### src/rtl/daughter_power_sequencer.sv
// Sequences daughterboard rail power one rail at a time: scan pointer walks the
// rails, powering up with a settle delay and powering down after a drive drain delay.
module daughter_power_sequencer #(
    parameter int          NUM_CH        = 16,
    parameter logic [15:0] SETTLE_CYCLES = 16'd50000,
    parameter logic [15:0] DRAIN_CYCLES  = 16'd1000,
    localparam int         PW            = (NUM_CH > 1) ? $clog2(NUM_CH) : 1
) (
    input  logic              clk_i,
    input  logic              rst_i,
    input  logic [NUM_CH-1:0] power_req_i,
    input  logic [NUM_CH-1:0] drive_req_i,
    output logic [NUM_CH-1:0] power_o,
    output logic [NUM_CH-1:0] drive_o,
    output logic              busy_o,
    output logic [PW-1:0]     cur_ch_o
);

    typedef enum logic [1:0] {
        IDLE   = 2'd0,
        SETTLE = 2'd1,
        DRAIN  = 2'd2
    } state_t;

    localparam logic [PW-1:0] LAST_CH = PW'(NUM_CH - 1);

    state_t            state;
    state_t            state_n;
    logic [PW-1:0]     p;
    logic [PW-1:0]     p_n;
    logic [PW-1:0]     p_inc;
    logic [15:0]       cnt;
    logic [15:0]       cnt_n;
    logic [NUM_CH-1:0] settled;
    logic [NUM_CH-1:0] settled_n;
    logic [NUM_CH-1:0] power_n;

    assign p_inc = (p == LAST_CH) ? '0 : p + 1'b1;

    // A rail change is never abandoned mid-delay; an opposite request is
    // picked up when the pointer comes round to that rail again.
    always_comb begin
        state_n   = state;
        p_n       = p;
        cnt_n     = cnt;
        power_n   = power_o;
        settled_n = settled;
        case (state)
            IDLE: begin
                if (power_req_i[p] && !power_o[p]) begin
                    power_n[p] = 1'b1;
                    cnt_n      = SETTLE_CYCLES - 16'd1;
                    state_n    = SETTLE;
                end else if (!power_req_i[p] && power_o[p]) begin
                    settled_n[p] = 1'b0;
                    cnt_n        = DRAIN_CYCLES - 16'd1;
                    state_n      = DRAIN;
                end else begin
                    p_n = p_inc;
                end
            end
            SETTLE: begin
                if (cnt == 16'd0) begin
                    settled_n[p] = 1'b1;
                    p_n          = p_inc;
                    state_n      = IDLE;
                end else begin
                    cnt_n = cnt - 16'd1;
                end
            end
            DRAIN: begin
                if (cnt == 16'd0) begin
                    power_n[p] = 1'b0;
                    p_n        = p_inc;
                    state_n    = IDLE;
                end else begin
                    cnt_n = cnt - 16'd1;
                end
            end
            default: begin
                state_n = IDLE;
            end
        endcase
    end

    always_ff @(posedge clk_i or posedge rst_i) begin
        if (rst_i) begin
            state   <= IDLE;
            p       <= '0;
            cnt     <= 16'd0;
            power_o <= '0;
            settled <= '0;
        end else begin
            state   <= state_n;
            p       <= p_n;
            cnt     <= cnt_n;
            power_o <= power_n;
            settled <= settled_n;
        end
    end

    // Drive follows the settled flags one edge late, so it lags settle
    // completion and drops one edge after a drain begins.
    always_ff @(posedge clk_i or posedge rst_i) begin
        if (rst_i) begin
            drive_o <= '0;
        end else begin
            drive_o <= drive_req_i & settled;
        end
    end

    assign busy_o   = (state == SETTLE) || (state == DRAIN);
    assign cur_ch_o = p;

endmodule

### config.mk
export PLATFORM = sky130hd
export DESIGN_NAME = daughter_power_sequencer
export DESIGN_NICKNAME = d
export VERILOG_FILES = /design/src/rtl/daughter_power_sequencer.sv
export SDC_FILE = /design/constraint.sdc
export NUM_CORES = 1
export LEC_CHECK = 0
export BUFFER_PORTS_ARGS = -buffer_cell sky130_fd_sc_hd__buf_2
export CAP_MARGIN = 20
export CORE_ASPECT_RATIO = 1.1
export CORE_UTILIZATION = 60
export DETAILED_ROUTE_END_ITERATION = 10
export MAX_ROUTING_LAYER = met4
export PLACE_DENSITY = 0.86
export REMOVE_ABC_BUFFERS = 1
export SLEW_MARGIN = 20
export SYNTH_ARGS = -nofsm -noshare
export SYNTH_HDL_FRONTEND = slang
export SYNTH_SLANG_ARGS = --single-unit
### constraint.sdc
create_clock -name clk_i -period 6 [get_ports clk_i]
set_input_delay 0 -clock clk_i [delete_from_list [all_inputs] [get_ports clk_i]]
set_output_delay 0 -clock clk_i [all_outputs]
set_load 0.02 [all_outputs]
==> key figures, run 1 <==
Global route
  • Number of global-route vias before repair: ~3,000
  • Initial antenna violation count: 0
  • Largest net degree at the start of global routing: just over 70
  • First-pass GRT wire length: about 14 mm
  • Total GRT Usage: about 29%
  • Grt total ovfl: 0

Critical path
  • Reg-to-reg critical path endpoint: cnt[9]
  • WP data arrival: ~3.7 ns
  • Reg2Reg Depth: 8
  • Crit path launch type: flop
  • Worst path slowest cell: dfrtp_1
  • R2R Setup Slk: around 2.5 ns
  • CP Class: flop to flop
  • Worst Setup End Kind: flop
  • CP Max Fanout: 14
  • Worst r2r src: cur_ch_o[0]
  • Worst path max stage delay: between 0.7 and 0.8 ns
  • CP required: approximately 6.2 ns
  • Crit path cell chain: mux4_2 > mux4_2 > ha_1 > nand2_1 > o21ai_1 > a2111oi_2 > xnor2_1 > nand2_1

Pwr
  • Net load switching power: around 1.1 mW
  • Sequential Power Share: between 30% and 40%
  • PwrDens: about 520 nW/um^2
  • Leakage: between 2 and 2.5 nW
  • VDD IR-drop max: approximately 0.44 mV
  • Clock power share: 16.6%
  • Switch share: 47.1%
  • Combinational share of power: 52.5%
  • Internal Pwr Total: 1.21 mW

Logic synthesis
  • Mapped Area: 3650 sq um
  • Synth warn: 0
  • Top post-synthesis cells by area: dfrtp_1 (48%), mux4_2 (6.2%), a31oi_1 (4.5%)
  • Post-synthesis register bit count: 70
  • Top-count cell post-synth: dfrtp_1
  • Post-synth top area share: 48.0%
  • Post-synth EDFFs: 0
  • Most used DFF post-synth: dfrtp_1
  • Sequential area share after synthesis: a little under half
  • Distinct cells, synth: between 40 and 50
  • Synth top cells by count: dfrtp_1 (70), o21ai_1 (30), nand2_1 (28)
  • Avg Inst Size Synth: 10.5 sq um
  • Cell count after synthesis: ~350
  • FFs w/ async S/R, synth: 100%
  • Synth area leader: dfrtp_1

Final layout
  • Area grow syn2layout: 19.6%
  • N_diodes: 0
  • Share of layout cells above drive strength 1: between 20% and 30%
  • Nets: between 400 and 500
  • Post-route cell area: around 4400 sq um

Die
  • Die H: 83.8 um
  • # rows: 29
  • Die Width: between 70 and 80 um
  • Initial Utilization: around 63%
  • Core area: between 5000 and 6000 sq um
  • I/O pin count: 71
  • Die area: 6400 sq um

CTS
  • Clk root buf: clkbuf_8
  • Clock sink count: 70
  • TritonCTS Buffers: 9
  • Worst skew pair latency: between 0.3 and 0.4 ns
  • Clock Path Buffers: 2
  • H-tree levels: 3
  • CTS tree: done
  • Worst-path clk slew: approximately 0.08 ns

Worst hold path
  • Hold Path Sink: drive_o[11]
  • Hold Crit Start: drive_req_i[11]
  • HP Class: input pin to flop
  • Hold depth: 3

Drt
  • Initial DRC Count: around 290
  • Drt wl/cell: ~16 um
  • Post-DRT Antenna Nets: 0
  • Via density per instance: ~6.0
  • Post-Route WL: roughly 8.4 mm
  • Drt drc: 0
  • Via count: between 3,000 and 4,000
  • First drt pass iteration count: 8

STA
  • Clk_skew: around 0.0099 ns
  • Final setup TNS: 0 ns
  • Pins Over Slew Limit: 0
  • Worst-Margin Slew: about 0.98 ns
  • Fmax: just under 300 MHz
  • Fin crit share: between 50% and 60%
  • Max_slew headroom: between 30% and 40%
  • Min Tclk post-route: 3.47 ns
  • RSZ-0062 raised after global routing: no
  • Fin. Hold Viols: 0
  • Final setup violation count: 0

Placement
  • IO Port Bufs: 70
  • Placed inst area: between 3000 and 4000 sq um
  • Final HPWL DP: between 5 and 6 mm
  • Gpl congestion: ~0.94

Job
  • Max_cap viols: 0

Outcome
  • Outcome: finished, final reports clean
cells in the final DEF (no fill, tap or decap), drive strengths merged, types with 2 or more instances in the layout:
cell,synthesis,final
buf,6,71
dfrtp,70,70
o21ai,41,41
nand2,29,29
a31oi,26,26
and2,17,17
nor2,17,17
dlygate4sd3,0,17
a21oi,17,17
nand3,11,11
ha,11,11
mux4,10,10
clkbuf,15,10
inv,9,10
and3,8,8
nand2b,7,7
nor2b,5,5
nor3,5,5
mux2i,4,4
xnor2,4,4
a2111oi,4,4
clkinv,0,4
o22a,3,3
nand3b,3,3
nor4,3,3
o31ai,2,2
a21boi,2,2
a21o,2,2
a22o,2,2
o21a,2,2
nor3b,2,2
worst max path at each step:
stage / start / to / slack (ns) / cells after the start
2_1_floorplan: cur_ch_o[0] / cnt[9] / 2.75 / 9
3_3_place_gp: cur_ch_o[0] / cnt[9] / 2.65 / 8
3_5_place_dp: cur_ch_o[0] / cnt[9] / 2.54 / 9
4_1_cts: cur_ch_o[0] / cnt[9] / 2.52 / 8
5_1_grt: cur_ch_o[0] / cnt[12] / 2.30 / 8
6_report: cur_ch_o[0] / cnt[9] / 2.53 / 8
worst max-delay path, delay by kind of cell, from the launching register on:
kind	cells	cell delay, ns
fa+ha+maj	1	0.34
simple gates	2	0.29
xor+xnor	1	0.16
flops	1	0.75
mux	2	1.11
compound gates	2	0.68
power groups by stage:
stage	Sequential, mW	Combinational [mW]	Clock, mW
floorplan	0.752	0.814	0
global placement	0.708	1.13	0
detailed placement	0.712	1.17	0
CTS	0.704	1.19	0.384
global route	0.720	1.32	0.404
finish	0.707	1.20	0.381
routing by layer:
layer,GRT usage [%],up-vias,wire (um)
met4,8.92,0,129
met3,4.92,15,577
met1,38.5,1479,3680
met5,-,-,0
li1,-,1418,-
met2,46.2,136,3980
final cells by class:
class	count	area (sq um)
well taps	77	96.3
fillers	390	1440
inverters	9	33.8
clock buffers	10	128
clock inverters	6	70.1
multi-input cells	247	1760
flip-flops and latches	70	1750
repair buffers	88	528
per-stage QoR:
| step | hold slack [ns] | instances | power (mW) | utilization [%] | setup slack [ns] |
|---|---|---|---|---|---|
| 6_report | 0.398 | 507 | 2.29 | 75.2 | 2.53 |
| 5_1_grt | 0.416 | 507 | 2.44 | 75.2 | 2.30 |
| 4_1_cts | 0.392 | 507 | 2.28 | 75.2 | 2.52 |
| 3_5_place_dp | 0.216 | 474 | 1.88 | 68.9 | 2.54 |
| 3_3_place_gp | 0.213 | 474 | 1.84 | 68.9 | 2.65 |
| 2_1_floorplan | 0.134 | 326 | 1.57 | - | 2.75 |
cell families (layout without fill, tap and decap cells):
group | after synthesis | after routing | synth area share (%)
flip-flops | 70 | 70 | 48.0
AND/OR/NAND/NOR | 111 | 111 | 17.3
AO/OA/AOI/OAI | 106 | 106 | 18.6
multiplexers | 15 | 15 | 7.58
buffers and inverters | 30 | 113 | 3.81
XOR/XNOR | 4 | 4 | 0.960
adder cells (fa/ha/maj) | 11 | 11 | 3.77
what timing repair did:
action | 4_1_cts | 5_1_grt
buffers inserted | 0 | 0
hold buffers | 17 | 0
resized for setup | 0 | 0
endpoints found under the hold margin | 86 | 0
Note: power is estimated with default switching activity, not from simulation.
==> run 2: changes to the inputs <==
--- a/config.mk
+++ b/config.mk
@@ -8,10 +8,10 @@
 export BUFFER_PORTS_ARGS = -buffer_cell sky130_fd_sc_hd__buf_2
 export CAP_MARGIN = 20
 export CORE_ASPECT_RATIO = 1.1
-export CORE_UTILIZATION = 60
+export CORE_UTILIZATION = 50
 export DETAILED_ROUTE_END_ITERATION = 10
 export MAX_ROUTING_LAYER = met4
-export PLACE_DENSITY = 0.86
+export PLACE_DENSITY = 0.76
 export REMOVE_ABC_BUFFERS = 1
 export SLEW_MARGIN = 20
 export SYNTH_ARGS = -nofsm -noshare
==> constraint.sdc (replaced) <==
create_clock -name clk_i -period 3.1 [get_ports clk_i]
set_input_delay 0 -clock clk_i [delete_from_list [all_inputs] [get_ports clk_i]]
set_output_delay 0 -clock clk_i [all_outputs]
set_load 0.02 [all_outputs]
==> key figures, run 2 (same netlist as run 1, synthesis figures left out) <==
Die
  • Initial Utilization: about 52%
  • I/O pin count: about 70
  • # rows: 32
  • Core area: 7050 sq um
  • Die H: just over 90 um
  • Die area: about 7600 sq um
  • Die Width: 83.5 um

CTS
  • Clock Path Buffers: 2
  • TritonCTS Buffers: 9
  • Worst skew pair latency: roughly 0.36 ns
  • Worst-path clk slew: about 0.09 ns
  • Clk root buf: clkbuf_8
  • H-tree levels: 3
  • CTS tree: done
  • Setup bufs post-CTS: 0
  • Clock sink count: 70

Drt
  • Post-Route WL: 8.26 mm
  • Post-DRT Antenna Nets: 0
  • Drt wl/cell: 15.8 um
  • Drt drc: 0
  • Via count: 3,064
  • First drt pass iteration count: 5
  • Via density per instance: between 5 and 6
  • Initial DRC Count: 224

Final layout
  • Register Area: 1750 sq um
  • Nets: approximately 480
  • Share of layout cells above drive strength 1: between 20% and 30%
  • Most common cell after layout, fill and taps aside: buf_2
  • Post-layout util: between 60% and 70%
  • Commonest cells after routing, fill and taps aside: buf_2 (70), dfrtp_1 (69), o21ai_1 (30), nand2_1 (28), a31oi_1 (26)
  • Filler cell count in the final layout: ~570
  • Multi-input gate area: between 1500 and 2000 sq um
  • N_diodes: 0
  • Area grow syn2layout: 21.2%

STA
  • Min Tclk post-route: ~3.0 ns
  • Fmax: between 300 and 400 MHz
  • Final setup violation count: 0
  • RSZ-0062 raised after global routing: yes
  • Worst-Margin Slew: about 0.9 ns
  • Max_slew headroom: around 39%
  • Pins Over Slew Limit: 0
  • Fin crit share: ~96%
  • Hold_ws: between 0.3 and 0.4 ns
  • Final setup TNS: 0 ns
  • Clk_skew: approximately 0.01 ns
  • Fin. Hold Viols: 0

Outcome
  • Outcome: finished, final reports clean

Global route
  • Number of global-route vias before repair: 2,987
  • Largest net degree at the start of global routing: 51
  • Grt total ovfl: 0
  • Initial antenna violation count: 0
  • First-pass GRT wire length: approximately 14 mm
  • Total GRT Usage: 24.0%

Placement
  • Final HPWL DP: 5.60 mm
  • IO Port Bufs: 70
  • Gpl congestion: 0.893

Pwr
  • VDD IR-drop max: ~0.61 mV
  • Leakage: 2.06 nW
  • PwrDens: 1010 nW/um^2

Critical path
  • CP Class: flop to flop
  • WP data arrival: 3.22 ns
  • Worst path slowest cell: mux4_2
  • Launch point of the worst path: cur_ch_o[0]
  • Worst r2r src: cur_ch_o[0]
  • CP required: 3.33 ns
  • Worst Setup End Kind: flop
  • Crit path cell chain: buf_12 > mux4_2 > mux4_2 > inv_2 > ha_1 > nand2_1 > o21ai_1 > a2111oi_2 > xnor2_1 > nand2_1
  • Crit path launch type: flop
  • CP Max Fanout: 14
  • Worst path max stage delay: about 0.53 ns

Worst hold path
  • HP Class: input pin to asynchronous set/reset pin

Job
  • Max_cap viols: 0
## run 2: final timing paths
kind / cells after the start / end / slack (ns)
worst max register to register: 10 / cnt[9] / 0.12
worst min register to register: 1 / drive_o[15] / 0.48
min in group clk_i: 3 / drive_o[15] / 0.38
max in group asynchronous: 4 / asynchronous set/reset pin / 1.99
worst min-delay path: 3 / drive_o[0] / 0.32
worst max-delay path: 10 / cnt[9] / 0.12
## run 2: final cells by class
type	instances	area share, %
clock inverter	6	1.08
clock buffer	10	2.89
tap	85	2.41
inverter	9	0.792
multi-input combinational	247	39.8
sequential	70	39.6
timing repair buffer	95	13.4
## run 2: stage by stage
step,total power [mW],setup slack [ns],cells,area (sq um)
2_1_floorplan,3.03,-0.147,326,3540
3_3_place_gp,3.70,0.210,489,4070
3_5_place_dp,3.79,0.122,489,4070
4_1_cts,4.49,0.105,522,4420
5_1_grt,4.80,-0.0396,522,4420
6_report,4.48,0.115,522,4420
## run 2: layer usage
metal / GRT usage, % / share of wire, %
met1: 29.4 / 42
met5: - / 0
met3: 4.09 / 6.9
met4: 13.1 / 2.4
met2: 38.0 / 49
## run 2: where the power goes
part	switching, mW	leakage [nW]	total [mW]	internal, mW
logic	1.53	1.07	2.50	0.974
clock network	0.374	0.0868	0.669	0.296
registers	0.212	0.897	1.31	1.10
total	2.11	2.06	4.48	2.37
## run 2: what timing repair did
action | CTS | global route
resized for setup | 0 | 1
hold buffers | 17 | 0
setup endpoints to repair | 0 | 9
endpoints found under the hold margin | 65 | 0
## run 2: critical path: cells and delay by family (launching register included)
kind                     cells  cell delay [ns]
multiplexers                 2             1.03
AO/OA/AOI/OAI                2             0.63
AND/OR/NAND/NOR              2             0.17
flip-flops                   1             0.37
XOR/XNOR                     1             0.16
buffers and inverters        2             0.23
adder cells (fa/ha/maj)      1             0.25
==> run 3: changes to the inputs <==
--- a/config.mk
+++ b/config.mk
@@ -8,9 +8,9 @@
 export BUFFER_PORTS_ARGS = -buffer_cell sky130_fd_sc_hd__buf_2
 export CAP_MARGIN = 20
 export CORE_ASPECT_RATIO = 1.1
+export CORE_MARGIN = 1.5
 export CORE_UTILIZATION = 50
 export DETAILED_ROUTE_END_ITERATION = 10
-export MAX_ROUTING_LAYER = met4
 export PLACE_DENSITY = 0.76
 export REMOVE_ABC_BUFFERS = 1
 export SLEW_MARGIN = 20
==> key figures, run 3 (same netlist as run 1, synthesis figures left out) <==
Pwr
  • Internal Pwr Total: 2.45 mW
  • PwrDens: between 1000 and 1500 nW/um^2
  • Combinational share of power: roughly 56%
  • VDD IR-drop max: between 0.6 and 0.7 mV
  • Clock power share: between 15 and 20%
  • Leakage: 2.10 nW
  • Net load switching power: ~2.2 mW
  • Switch share: between 40% and 50%
  • Power Total: around 4.7 mW
  • Sequential Power Share: between 20 and 30%

CTS
  • Clk root buf: clkbuf_8
  • TritonCTS Buffers: 9
  • Worst-path clk slew: 0.09 ns
  • H-tree levels: 3
  • Worst skew pair latency: 0.35 ns
  • Clock Path Buffers: 2
  • Clock sink count: 70
  • CTS tree: done

STA
  • Min Tclk post-route: ~3.0 ns
  • Worst-Margin Slew: about 0.96 ns
  • Pins Over Slew Limit: 0
  • Hold_ws: roughly 0.12 ns
  • Max_slew headroom: a little over a third
  • Fin crit share: between 90% and 100%
  • Final setup TNS: 0 ns
  • Fmax: between 300 and 400 MHz
  • Clk_skew: 0.0131 ns
  • Fin. Hold Viols: 0
  • Final setup violation count: 0

Global route
  • First-pass GRT wire length: ~14 mm
  • Grt total ovfl: 0
  • Largest net degree at the start of global routing: 37
  • Number of global-route vias before repair: 2,989
  • Total GRT Usage: a little under a quarter
  • Initial antenna violation count: 0

Critical path
  • CP Max Fanout: 14
  • Worst r2r src: cur_ch_o[0]
  • Reg-to-reg critical path endpoint: cnt[14]
  • CP required: 3.38 ns
  • R2R Setup Slk: between 0.1 and 0.15 ns
  • Launch point of the worst path: cur_ch_o[0]
  • Crit path launch type: flop
  • Worst Setup End Kind: flop
  • Worst Setup EP: cnt[14]
  • WP data arrival: ~3.3 ns
  • CP Class: flop to flop
  • Reg2Reg Depth: 10

Placement
  • Placed inst area: 4080 sq um
  • Gpl congestion: between 0.8 and 0.9
  • IO Port Bufs: 70
  • Final HPWL DP: slightly below 6 mm
  • Placed Cells: 490

Outcome
  • Outcome: finished, final reports clean

Final layout
  • N_diodes: 0
  • Layout Cells excl Fill: around 530
  • Area grow syn2layout: 23.3%
  • Multi-input gate area: about 1800 sq um
  • Share of layout cells above drive strength 1: between 20% and 30%
  • Register Area: about 1800 sq um
  • Filler cell count in the final layout: roughly 560
  • Most common cell after layout, fill and taps aside: buf_2
  • Commonest cells after routing, fill and taps aside: buf_2 (70), dfrtp_1 (69), o21ai_1 (29), nand2_1 (28), a31oi_1 (26)
  • Post-route cell area: 4500 sq um
  • Nets: roughly 480

Drt
  • Post-DRT Antenna Nets: 0
  • Drt wl/cell: about 16 um
  • Initial DRC Count: around 220
  • Via count: about 3,100
  • Drt drc: 0
  • First drt pass iteration count: 5
  • Post-Route WL: 8.60 mm
  • Via density per instance: 5.80

Worst hold path
  • HP Class: input pin to asynchronous set/reset pin

Die
  • Die area: roughly 8000 sq um
  • Core area: slightly above 7000 sq um
  • Die Width: 84.5 um
  • Die H: approximately 90 um
  • Initial Utilization: 51.8%
  • # rows: 32
  • I/O pin count: 71

Job
  • Max_cap viols: 0
-- run 3: what timing repair did --
item | in CTS | in global routing
hold endpoints to repair | 61 | 0
resized for setup | 0 | 4
setup endpoints to repair | 0 | 9
hold buffers | 17 | 0
setup buffers | 0 | 3
-- run 3: layout make-up --
class	count	area share, %
multi-input cells	248	39.7
flip-flops and latches	70	38.9
repair buffers	99	13.8
clock buffers	9	2.75
well taps	85	2.36
clock inverters	7	1.70
inverters	9	0.750
-- run 3: critical path: stages, from the launching register on --
cell	delay (ns)
dfrtp_1	0.38
buf_12	0.16
mux4_2	0.51
mux4_2	0.53
ha_4	0.31
nand2_1	0.07
buf_4	0.19
o21ai_0	0.13
a31oi_1	0.09
a2111oi_1	0.39
a21o_1	0.18
-- run 3: routing by layer --
metal | vias up | track usage (%) | wire (um)
li1 | 1445 | - | -
met1 | 1473 | 30.0 | 3720
met2 | 120 | 38.9 | 4210
met3 | 19 | 5.35 | 499
met4 | 0 | 7.80 | 166
met5 | - | 0 | 0
-- run 3: worst min path at each step --
stage,start,end,slack [ns]
after floorplan,drive_req_i[0],drive_o[0],0.13
after global placement,rst_i,drive_o[9],-0.06
after detailed placement,rst_i,drive_o[9],-0.06
after CTS,rst_i,drive_o[9],0.11
after global routing,rst_i,drive_o[9],0.14
final,rst_i,drive_o[9],0.12
-- run 3: metrics by stage --
step                util (%)  worst slack (ns)
global route            63.9           -0.0985
finish                  63.9             0.104
global placement        57.9             0.211
CTS                     63.2             0.101
floorplan                  -            -0.147
detailed placement      57.9             0.125
-- run 3: power groups by stage --
| stage | registers (mW) | logic (mW) | clock network (mW) |
|---|---|---|---|
| 2_1_floorplan | 1.46 | 1.58 | 0 |
| 3_3_place_gp | 1.32 | 2.38 | 0 |
| 3_5_place_dp | 1.33 | 2.47 | 0 |
| 4_1_cts | 1.32 | 2.51 | 0.745 |
| 5_1_grt | 1.35 | 2.91 | 0.790 |
| 6_report | 1.32 | 2.63 | 0.728 |
